[config.mk]
export PLATFORM = sky130hd
export DESIGN_NAME = uart_tx_arbiter_flat
export DESIGN_NICKNAME = d
export VERILOG_FILES = /design/src/rtl/uart_tx_arbiter_pkg.sv /design/src/rtl/uart_tx_arbiter_if.sv /design/src/rtl/uart_tx_arbiter_rr_pick.sv /design/src/rtl/uart_tx_arbiter.sv /design/src/flat_wrapper.sv
export SDC_FILE = /design/constraint.sdc
export NUM_CORES = 1
export LEC_CHECK = 0
export CORE_MARGIN = 1
export CORE_UTILIZATION = 35
export DETAILED_ROUTE_END_ITERATION = 16
export DONT_BUFFER_PORTS = 1
export GPL_TIMING_DRIVEN = 0
export PLACE_DENSITY = 0.56
export SYNTH_ARGS = -nofsm -noshare
export SYNTH_HDL_FRONTEND = slang
export SYNTH_SLANG_ARGS = --single-unit
export TNS_END_PERCENT = 30
[constraint.sdc]
create_clock -name clk -period 2.01 [get_ports clk]
set_input_delay 0 -clock clk [delete_from_list [all_inputs] [get_ports clk]]
set_output_delay 0 -clock clk [all_outputs]
set_load 0.01 [all_outputs]
[src/rtl/uart_tx_arbiter_pkg.sv]
// uart_tx_arbiter_pkg: shared types and constants for the gesture UART transmit path.
//   arb_state_t : arbiter FSM states
//   ECHO_RESP   : echo response byte
//   GESTURE_HDR : gesture frame header nibble
package gesture_uart_pkg;
   typedef enum logic [1:0] {IDLE, WAIT_BUSY, WAIT_DONE} arb_state_t;
   localparam logic [7:0] ECHO_RESP   = 8'h55;
   localparam logic [3:0] GESTURE_HDR = 4'hA;
endpackage

[src/rtl/uart_tx_arbiter_if.sv]
// uart_tx_arbiter_if: byte requesters and UART transmitter bundled around the arbiter.
//   req_valid/req_data/req_ready : per-requester byte handshake
//   tx_data/tx_valid/tx_busy     : UART transmitter side
//   grant_id/arb_busy/timeout_err: status
//   master = requesters and UART, slave = arbiter
interface uart_tx_arbiter_if #(parameter int NUM_REQ = 3);
   logic [NUM_REQ-1:0]         req_valid;
   logic [8*NUM_REQ-1:0]       req_data;
   logic [NUM_REQ-1:0]         req_ready;
   logic [7:0]                 tx_data;
   logic                       tx_valid;
   logic                       tx_busy;
   logic [$clog2(NUM_REQ)-1:0] grant_id;
   logic                       arb_busy;
   logic                       timeout_err;
   modport master (output req_valid, req_data, tx_busy,
                   input  req_ready, tx_data, tx_valid, grant_id, arb_busy, timeout_err);
   modport slave  (input  req_valid, req_data, tx_busy,
                   output req_ready, tx_data, tx_valid, grant_id, arb_busy, timeout_err);
endinterface

[src/rtl/uart_tx_arbiter_rr_pick.sv]
// rr_pick: combinational round-robin search, first set request at or above ptr_i, wrapping.
//   req_i : request vector
//   ptr_i : search start index
//   gnt_o : one-hot grant (zero when nothing requests)
//   idx_o : index of the granted request
//   any_o : some request is set
module rr_pick #(
   parameter int N = 3
) (
   input  logic [N-1:0]         req_i,
   input  logic [$clog2(N)-1:0] ptr_i,
   output logic [N-1:0]         gnt_o,
   output logic [$clog2(N)-1:0] idx_o,
   output logic                 any_o
);
   localparam int W = $clog2(N);
   logic [W-1:0] j;
   // Scan from the farthest candidate down so the nearest one to ptr_i wins.
   always_comb begin
      gnt_o = '0;
      idx_o = '0;
      any_o = 1'b0;
      j     = '0;
      for (int k = N - 1; k >= 0; k--) begin
         j = W'((int'(ptr_i) + k) % N);
         if (req_i[j]) begin
            gnt_o    = '0;
            gnt_o[j] = 1'b1;
            idx_o    = j;
            any_o    = 1'b1;
         end
      end
   end
endmodule

[src/rtl/uart_tx_arbiter.sv]
// uart_tx_arbiter: round-robin arbiter feeding bytes from NUM_REQ requesters to one UART transmitter.
//   clk, rst : system clock, synchronous active-high reset
//   bus      : uart_tx_arbiter_if.slave (requester handshake, UART send/busy, status)
module uart_tx_arbiter
   import gesture_uart_pkg::*;
#(
   parameter int NUM_REQ      = 3,
   parameter int BUSY_TIMEOUT = 4
) (
   input  logic             clk,
   input  logic             rst,
   uart_tx_arbiter_if.slave bus
);
   localparam int IW = $clog2(NUM_REQ);
   localparam int CW = $clog2(BUSY_TIMEOUT + 1);
   arb_state_t         state_q, state_d;
   logic [7:0]         tx_data_q, tx_data_d, pick_byte;
   logic               tx_valid_q, tx_valid_d;
   logic [IW-1:0]      grant_q, grant_d, ptr_q, ptr_d, pick_idx;
   logic [CW-1:0]      cnt_q, cnt_d;
   logic               timeout_q, timeout_d;
   logic [NUM_REQ-1:0] pick_gnt;
   logic               pick_any, can_accept, hs;

   rr_pick #(.N(NUM_REQ)) u_pick (
      .req_i (bus.req_valid),
      .ptr_i (ptr_q),
      .gnt_o (pick_gnt),
      .idx_o (pick_idx),
      .any_o (pick_any)
   );

   // Offers are only made from IDLE with the transmitter free; ready implies valid, so any offer is a handshake.
   assign can_accept = !rst && state_q == IDLE && !bus.tx_busy;
   assign hs         = can_accept && pick_any;

   always_comb begin
      pick_byte = '0;
      for (int i = 0; i < NUM_REQ; i++)
         if (pick_gnt[i]) pick_byte = bus.req_data[8*i +: 8];
   end

   always_comb begin
      state_d    = state_q;
      tx_data_d  = tx_data_q;
      tx_valid_d = 1'b0;
      grant_d    = grant_q;
      ptr_d      = ptr_q;
      cnt_d      = '0;
      timeout_d  = timeout_q;
      case (state_q)
         IDLE: if (hs) begin
            state_d    = WAIT_BUSY;
            tx_data_d  = pick_byte;
            tx_valid_d = 1'b1;
            grant_d    = pick_idx;
            ptr_d      = (pick_idx == IW'(NUM_REQ - 1)) ? '0 : pick_idx + 1'b1;
         end
         WAIT_BUSY: if (bus.tx_busy) state_d = WAIT_DONE;
            else if (cnt_q == CW'(BUSY_TIMEOUT - 1)) begin
               state_d   = IDLE;
               timeout_d = 1'b1;
            end
            else cnt_d = cnt_q + 1'b1;
         WAIT_DONE: if (!bus.tx_busy) state_d = IDLE;
         default: state_d = IDLE;
      endcase
   end

   always_ff @(posedge clk) begin
      if (rst) begin
         state_q    <= IDLE;
         tx_data_q  <= '0;
         tx_valid_q <= 1'b0;
         grant_q    <= '0;
         ptr_q      <= '0;
         cnt_q      <= '0;
         timeout_q  <= 1'b0;
      end else begin
         state_q    <= state_d;
         tx_data_q  <= tx_data_d;
         tx_valid_q <= tx_valid_d;
         grant_q    <= grant_d;
         ptr_q      <= ptr_d;
         cnt_q      <= cnt_d;
         timeout_q  <= timeout_d;
      end
   end

   assign bus.req_ready   = can_accept ? pick_gnt : '0;
   assign bus.tx_data     = tx_data_q;
   assign bus.tx_valid    = tx_valid_q;
   assign bus.grant_id    = grant_q;
   assign bus.arb_busy    = !rst && state_q != IDLE;
   assign bus.timeout_err = timeout_q;
endmodule
[src/flat_wrapper.sv]
// flat-port wrapper written by rule: the top's interface ports become plain ports
module uart_tx_arbiter_flat import gesture_uart_pkg::*;
#(
   parameter int NUM_REQ      = 3,
   parameter int BUSY_TIMEOUT = 4
)
  (clk, rst, bus_req_valid, bus_req_data, bus_tx_busy, bus_req_ready, bus_tx_data, bus_tx_valid, bus_grant_id, bus_arb_busy, bus_timeout_err);
  uart_tx_arbiter_if #(.NUM_REQ(NUM_REQ)) bus_i ();
  input  logic clk;
  input  logic rst;
  input wire logic [$bits(bus_i.req_valid)-1:0] bus_req_valid;
  input wire logic [$bits(bus_i.req_data)-1:0] bus_req_data;
  input wire logic [$bits(bus_i.tx_busy)-1:0] bus_tx_busy;
  output wire logic [$bits(bus_i.req_ready)-1:0] bus_req_ready;
  output wire logic [$bits(bus_i.tx_data)-1:0] bus_tx_data;
  output wire logic [$bits(bus_i.tx_valid)-1:0] bus_tx_valid;
  output wire logic [$bits(bus_i.grant_id)-1:0] bus_grant_id;
  output wire logic [$bits(bus_i.arb_busy)-1:0] bus_arb_busy;
  output wire logic [$bits(bus_i.timeout_err)-1:0] bus_timeout_err;
  assign bus_i.req_valid = bus_req_valid;
  assign bus_i.req_data = bus_req_data;
  assign bus_i.tx_busy = bus_tx_busy;
  assign bus_req_ready = bus_i.req_ready;
  assign bus_tx_data = bus_i.tx_data;
  assign bus_tx_valid = bus_i.tx_valid;
  assign bus_grant_id = bus_i.grant_id;
  assign bus_arb_busy = bus_i.arb_busy;
  assign bus_timeout_err = bus_i.timeout_err;
  uart_tx_arbiter #(.NUM_REQ(NUM_REQ), .BUSY_TIMEOUT(BUSY_TIMEOUT)) u_core (.clk(clk), .rst(rst), .bus(bus_i));
endmodule
[Yosys cells after proc, flatten, opt, wreduce, memory -nomap -nowiden]
Cells that the tools add are included.
Cells by class
  bitwise logic cells: 3
  muxes and demuxes: 32
  reduce and logical (&&, ||, !) cells: 16
  divide/modulo/power cells: 3
  $add $sub $neg: 4
  magnitude comparators: 6
  equality and inequality tests: 7
Operators by type and width (number)
  32-bit by 3-bit modulo with 32-bit output, second input constant: 2
  3-bit by 3-bit modulo with 32-bit output, second input constant: 1
  8-bit 2-to-1 mux: 3
  2-bit 2-to-1 mux: 8
  3-bit 2-to-1 mux: 4
  1-bit 2-to-1 mux: 10
  2-bit by 3-bit < comparator with 1-bit output, second input constant: 3
  1-bit logical AND: 7
  1-bit binary-select mux with 2-bit select: 3
  1-bit demux with 2-bit select: 3
  2-bit by 1-bit >= comparator with 1-bit output, second input constant: 3
  2-bit one-hot mux with 3 select lines: 1
  3-bit AND reduction: 2
  2-bit == test, second input constant: 2
  4-bit OR reduction: 1
  2-bit by 1-bit adder with 3-bit output, second input constant: 1
  2-bit by 2-bit adder with 3-bit output, second input constant: 1
  3-bit by 1-bit adder with 3-bit output, second input constant: 1
  3-bit by 2-bit == test with 1-bit output, second input constant: 1
  3-bit by 2-bit != test with 1-bit output, second input constant: 1
  1-bit inverter: 3
  2-bit by 1-bit adder with 2-bit output, second input constant: 1
  2-bit by 1-bit == test with 1-bit output, second input constant: 1
  1-bit zero test: 2
  other kinds (6): 6
Storage, ports and cells
  input port bits: 30
  register bits: 19
  word-level logic and storage cells: 78
  output and inout port bits: 16

[Longest topological paths before layout]
  depth after elaboration: 12
  mapped depth: 9
  depth with buffers taken out: 8

[By module]
A second synthesis with hierarchy kept.
Unflattened totals
  cells, all modules: 152
  area total of the unflattened synthesis: 1276.2 um2
Modules (own cells, without submodules)
  uart_tx_arbiter: cells an instance 105, sequential area each 380.4 um2, instances 1, area each 927.1 um2
  rr_pick: cells an instance 47, sequential area each 0.0 um2, instances 1, area each 349.1 um2

[Worst setup path before layout]
No wires, ideal clock.
  kind: register -> register
  start point: reg u_core.ptr_q[1]
  end point: reg u_core.tx_data_q[0], in the netlist u_core.bus.tx_data[0]
  data required time: 1.887 ns
  stages on the path, launching flop included: 9
  buffers on the path: 0
  period minus slack after synthesis: 2.145 ns
  arrival time: 2.022 ns
  slack: -0.135 ns
  library setup time: 0.123 ns
  cells stage by stage: dfxtp_1 > inv_1 > ha_1 > mux2_4 > mux2_4 > a221oi_4 > nor3_4 > a22oi_1 > o21ai_1
Between the ends
  cells in the longest elaborated chain, start to end: 12
  elaborated cells on any way between the ends: 37
  classes of those cells: add/sub: 2; div: 3; order compare: 6; mux: 21; reduce/logical: 5
RTL lines
  start: declaration: RTL line uart_tx_arbiter.sv:19  | logic [IW-1:0] grant_q, grant_d, ptr_q, ptr_d, pick_idx;
  start signal: assignment: RTL line uart_tx_arbiter.sv:84  | ptr_q <= ptr_d;
  2-bit by 2-bit adder with 3-bit output: RTL line uart_tx_arbiter_rr_pick.sv:25  | j = W'((int'(ptr_i) + k) % N);
  32-bit by 3-bit modulo with 32-bit output: RTL line uart_tx_arbiter_rr_pick.sv:25
  2-bit by 3-bit < comparator with 1-bit output (not written as such) or 2-bit by 1-bit >= comparator with 1-bit output (tied branches): RTL line uart_tx_arbiter_rr_pick.sv:28  | gnt_o[j] = 1'b1;
  1-bit logical AND (not written as such): RTL line uart_tx_arbiter_rr_pick.sv:28
  1-bit 2-to-1 mux (not written as such): RTL line uart_tx_arbiter_rr_pick.sv:28
  1-bit demux with 2-bit select: RTL line uart_tx_arbiter_rr_pick.sv:28
  3-bit 2-to-1 mux (3 in series): RTL line uart_tx_arbiter_rr_pick.sv:26  | if (req_i[j]) begin
  8-bit 2-to-1 mux (3 in series): RTL line uart_tx_arbiter.sv:40  | if (pick_gnt[i]) pick_byte = bus.req_data[8*i +: 8];
  end signal: assignment: RTL line uart_tx_arbiter.sv:81  | tx_data_q <= tx_data_d;
  end: declaration: RTL line uart_tx_arbiter.sv:17  | logic [7:0] tx_data_q, tx_data_d, pick_byte;
Parallel ways exist; a longest one is shown, timed or not. The select of a mux whose other input is x is not followed.
A chain may end at the register's enable or synchronous reset.

[Final worst setup path]
  start point: reg u_core.ptr_q[1]
  end point: reg u_core.tx_data_q[5], in the netlist u_core.bus.tx_data[5]
The elaborated chain is that of the path after synthesis.

==> flow_summary.yaml <==
run_status:
  outcome: "finished with violations"
  failed_checks: "setup timing"
power:
  pwr-share-seq_pct: 33.3
  p_sw_mw: 0.561
  p_comb_share_pct: 53.7
  power_density_nw_per_um2: 809
  netSwitchingFraction_pct: 38.8
  clock_power_share_pct: 13.0
  finalPower_mw: 1.45
  peakVddDrop_mv: 0.362
  internal-power_mw: 0.885
  cellLeakagePower_nw: 0.669
worst_setup_path:
  cp_slowest_stage_delay_ps: 400
  crit_buf_inv: 1
  crit_path_top_delay_cell: "dfxtp_4"
  cp-end-kind: "register"
  r2r_slack_ps: -110
  reg2reg_from: "u_core.ptr_q[1]"
  worst-path-max-fanout: 6
  required_ps: 2200
  crit_chain: "inv_4 > ha_4 > mux2_4 > mux2_4 > a221oi_4 > nor3_4 > a22oi_1 > o21ai_1"
  start_kind: "register"
  cpMostUsedCell: "mux2_4"
  reg2reg_to: "u_core.bus.tx_data[5]"
  reg2reg_depth: 8
  crit_family: "compound AO/OA/AOI/OAI gates"
  crit_type: "reg2reg"
  worst-endpoint-arrival_ps: 2310
synth:
  synthArstFlopShare_pct: 0
  synth_warnings: 0
  synth_seq_cells: 19
  yosys.area.top_type: "dfxtp_1"
  ys_types: 43
  synth_area_leaders: "dfxtp_1 (31%), ha_1 (6.2%), a2bb2oi_1 (5.7%), a22oi_1 (4.9%), nor2_1 (4.0%)"
  synthDominantCellAreaShare_pct: 31.2
  synth.most_common_cell: "dfxtp_1"
  synth-edff-count: 0
  netlist_area_um2: 1220
  syn_nets: 167
  syn_avg_cell_area_um2: 9.31
  syn_inst: 131
  ys_dominant_reg_cell: "dfxtp_1"
  seq_area_frac_synth_pct: 31.2
  synthTopCellsByCount: "dfxtp_1 (19), nor2_1 (13), nand2_1 (12)"
timing:
  slew-limit-headroom_pct: 66.2
  report.final.hold_viol_count: 0
  hold-worst-slack_ps: 10.7
  setup_tns_ps: -1110
  slew_violations: 0
  fmax_ghz: 0.471
  layout_setup_ws_ps: -115
  period_needed_ps: 2120
  rsz0062_at_grt: "true"
  fin_crit_sh_pct: 106
  setup_violations: 13
  clock_skew_ps: 5.09
  tightest_slew_ps: 506
global_routing:
  grt_pass1_wl_um: 4870
  grt_max_degree: 12
  grt_pass1_vias: 1168
  track_usage_pct: 18.1
  overflow: 0
  grt_antenna_before_repair: 0
clocking:
  clockRootBuffer: "clkbuf_4"
  clk_pin_slew_worst_paths_ps: 100
  htreeDepth: 1
  cts_buffer_depth: 2
  cts_tree: "built"
  clock_sinks: 19
  cts_buffers: 3
  clk-insertion-delay-late_ps: 290
hold_path:
  holdPathStages: 3
  hold_start: "bus_req_data[6]"
  hold_end: "u_core.bus.tx_data[6]"
  hp-class: "in2reg"
floorplan:
  core_um2: 3340
  die_h_um: 61.0
  dieArea_um2: 3730
  die_w_um: 61.0
  initial_core_util_pct: 36.6
  io_pins: 46
  fp-row-count: 21
final_layout:
  layout.cells.non_filler: 221
  drive_above_1_share_pct: 29.7
  n_fill_cell: 307
  area_delta_synth_final_pct: 46.6
  final_nets: 212
  stdcell_area_um2: 1790
  diodes: 0
drt:
  drc: 0
  dr.first_iter.drc_count: 27
  wire_per_inst_um: 15.2
  detail_route.first_pass.iterations: 4
  met1Wirelength_um: 1410
  top_layer_used: "met4"
  drt_wl_total_um: 3360
  dr_wl_met2_um: 1770
  ant_nets: 0
  viasPerCell: 5.37
  vias: 1187
  wl_met3_um: 168
flow_run:
  maxCapViolCount: 0
placed_design:
  dpl.cell_count: 177
  gp_congestion: 0.913
  port_buffers: 0
  place_hpwl_um: 2050
  place_area_um2: 1300
-- layout by cell type (no fill, tap or decap), drive strengths merged, types with 3 or more instances in the layout --
| cell | instances |
|---|---|
| ha | 6 |
| clkbuf | 3 |
| nor3 | 3 |
| a31oi | 3 |
| o21ai | 14 |
| mux2 | 4 |
| nor2 | 14 |
| inv | 7 |
| a2bb2oi | 8 |
| mux2i | 3 |
| a22oi | 8 |
| dfxtp | 19 |
| nand2 | 12 |
| buf | 16 |
| dlygate4sd3 | 26 |
-- power groups by stage --
stage          clock network [mW]  logic [mW]  registers [mW]
2_1_floorplan                   0       0.464           0.478
4_1_cts                     0.199       0.762           0.480
6_report                    0.187       0.777           0.482
5_1_grt                     0.216       0.843           0.488
3_3_place_gp                    0       0.533           0.485
3_5_place_dp                    0       0.551           0.486
-- per-stage QoR --
| step | worst slack (ps) | utilization (%) |
|---|---|---|
| 2_1_floorplan | -13.9 | - |
| 3_5_place_dp | -252 | 39.0 |
| 3_3_place_gp | -168 | 39.0 |
| 4_1_cts | -161 | 52.9 |
| 5_1_grt | -232 | 53.6 |
| 6_report | -115 | 53.6 |
-- per-layer routing --
layer  up-vias  global-route usage, %
li1        580                      -
met1       568                   19.0
met2        37                   35.2
met3         2                   3.99
met4         0                   6.17
met5         -                      0
-- worst max-delay path by stage --
| stage | startpoint | end | slack [ps] | cells after the start |
|---|---|---|---|---|
| 2_1_floorplan | u_core.ptr_q[0] | u_core.bus.tx_data[0] | -10 | 8 |
| 3_3_place_gp | u_core.ptr_q[0] | u_core.bus.tx_data[2] | -170 | 7 |
| 3_5_place_dp | u_core.ptr_q[0] | u_core.bus.tx_data[3] | -250 | 7 |
| 4_1_cts | u_core.ptr_q[1] | u_core.bus.tx_data[4] | -160 | 8 |
| 5_1_grt | u_core.ptr_q[1] | u_core.bus.tx_data[4] | -230 | 9 |
| 6_report | u_core.ptr_q[1] | u_core.bus.tx_data[5] | -110 | 8 |
-- flip-flops by register name (all words and copies together), names as in the netlist --
signal / cells
u_core.ptr_q: 2
u_core.bus.grant_id: 2
u_core.cnt_q: 3
u_core.bus.timeout_err: 1
u_core.state_q: 2
u_core.bus.tx_data: 8
u_core.bus.tx_valid: 1
-- cell type report --
| class | instances | area (um2) | share of cell area [%] |
|---|---|---|---|
| well taps | 46 | 57.6 | 3.22 |
| flip-flops and latches | 19 | 388 | 21.7 |
| clock buffers | 3 | 22.5 | 1.26 |
| repair buffers | 38 | 350 | 19.6 |
| plain buffers | 4 | 45.0 | 2.52 |
| inverters | 7 | 28.8 | 1.61 |
| multi-input cells | 103 | 891 | 49.8 |
| clock inverters | 1 | 5.00 | 0.280 |
-- tightest hold or removal path, cell delays in order --
cell and delay [ps]:
nand2_1 60, a2bb2oi_2 130, o21ai_1 70
-- kinds of logic (layout without fill, tap and decap cells) --
| group | count (synthesis) | in the layout | synth area share (%) |
|---|---|---|---|
| AO/OA/AOI/OAI | 46 | 47 | 30.9 |
| XOR/XNOR | 1 | 1 | 0.718 |
| adder cells (fa/ha/maj) | 6 | 6 | 6.15 |
| buffers and inverters | 11 | 53 | 5.33 |
| flip-flops | 19 | 19 | 31.2 |
| multiplexers | 7 | 7 | 7.79 |
| AND/OR/NAND/NOR | 41 | 42 | 17.9 |
-- what timing repair did --
| action | in CTS | in global routing |
|---|---|---|
| resized for setup | 15 | 3 |
| endpoints found under the hold margin | 17 | 1 |
| gates cloned | 2 | 0 |
| buffers inserted | 12 | 0 |
| pin swaps | 7 | 3 |
| endpoints found under the setup margin | 14 | 14 |
| hold buffers | 25 | 1 |
No activity file was read; power rests on OpenSTA's default activity.
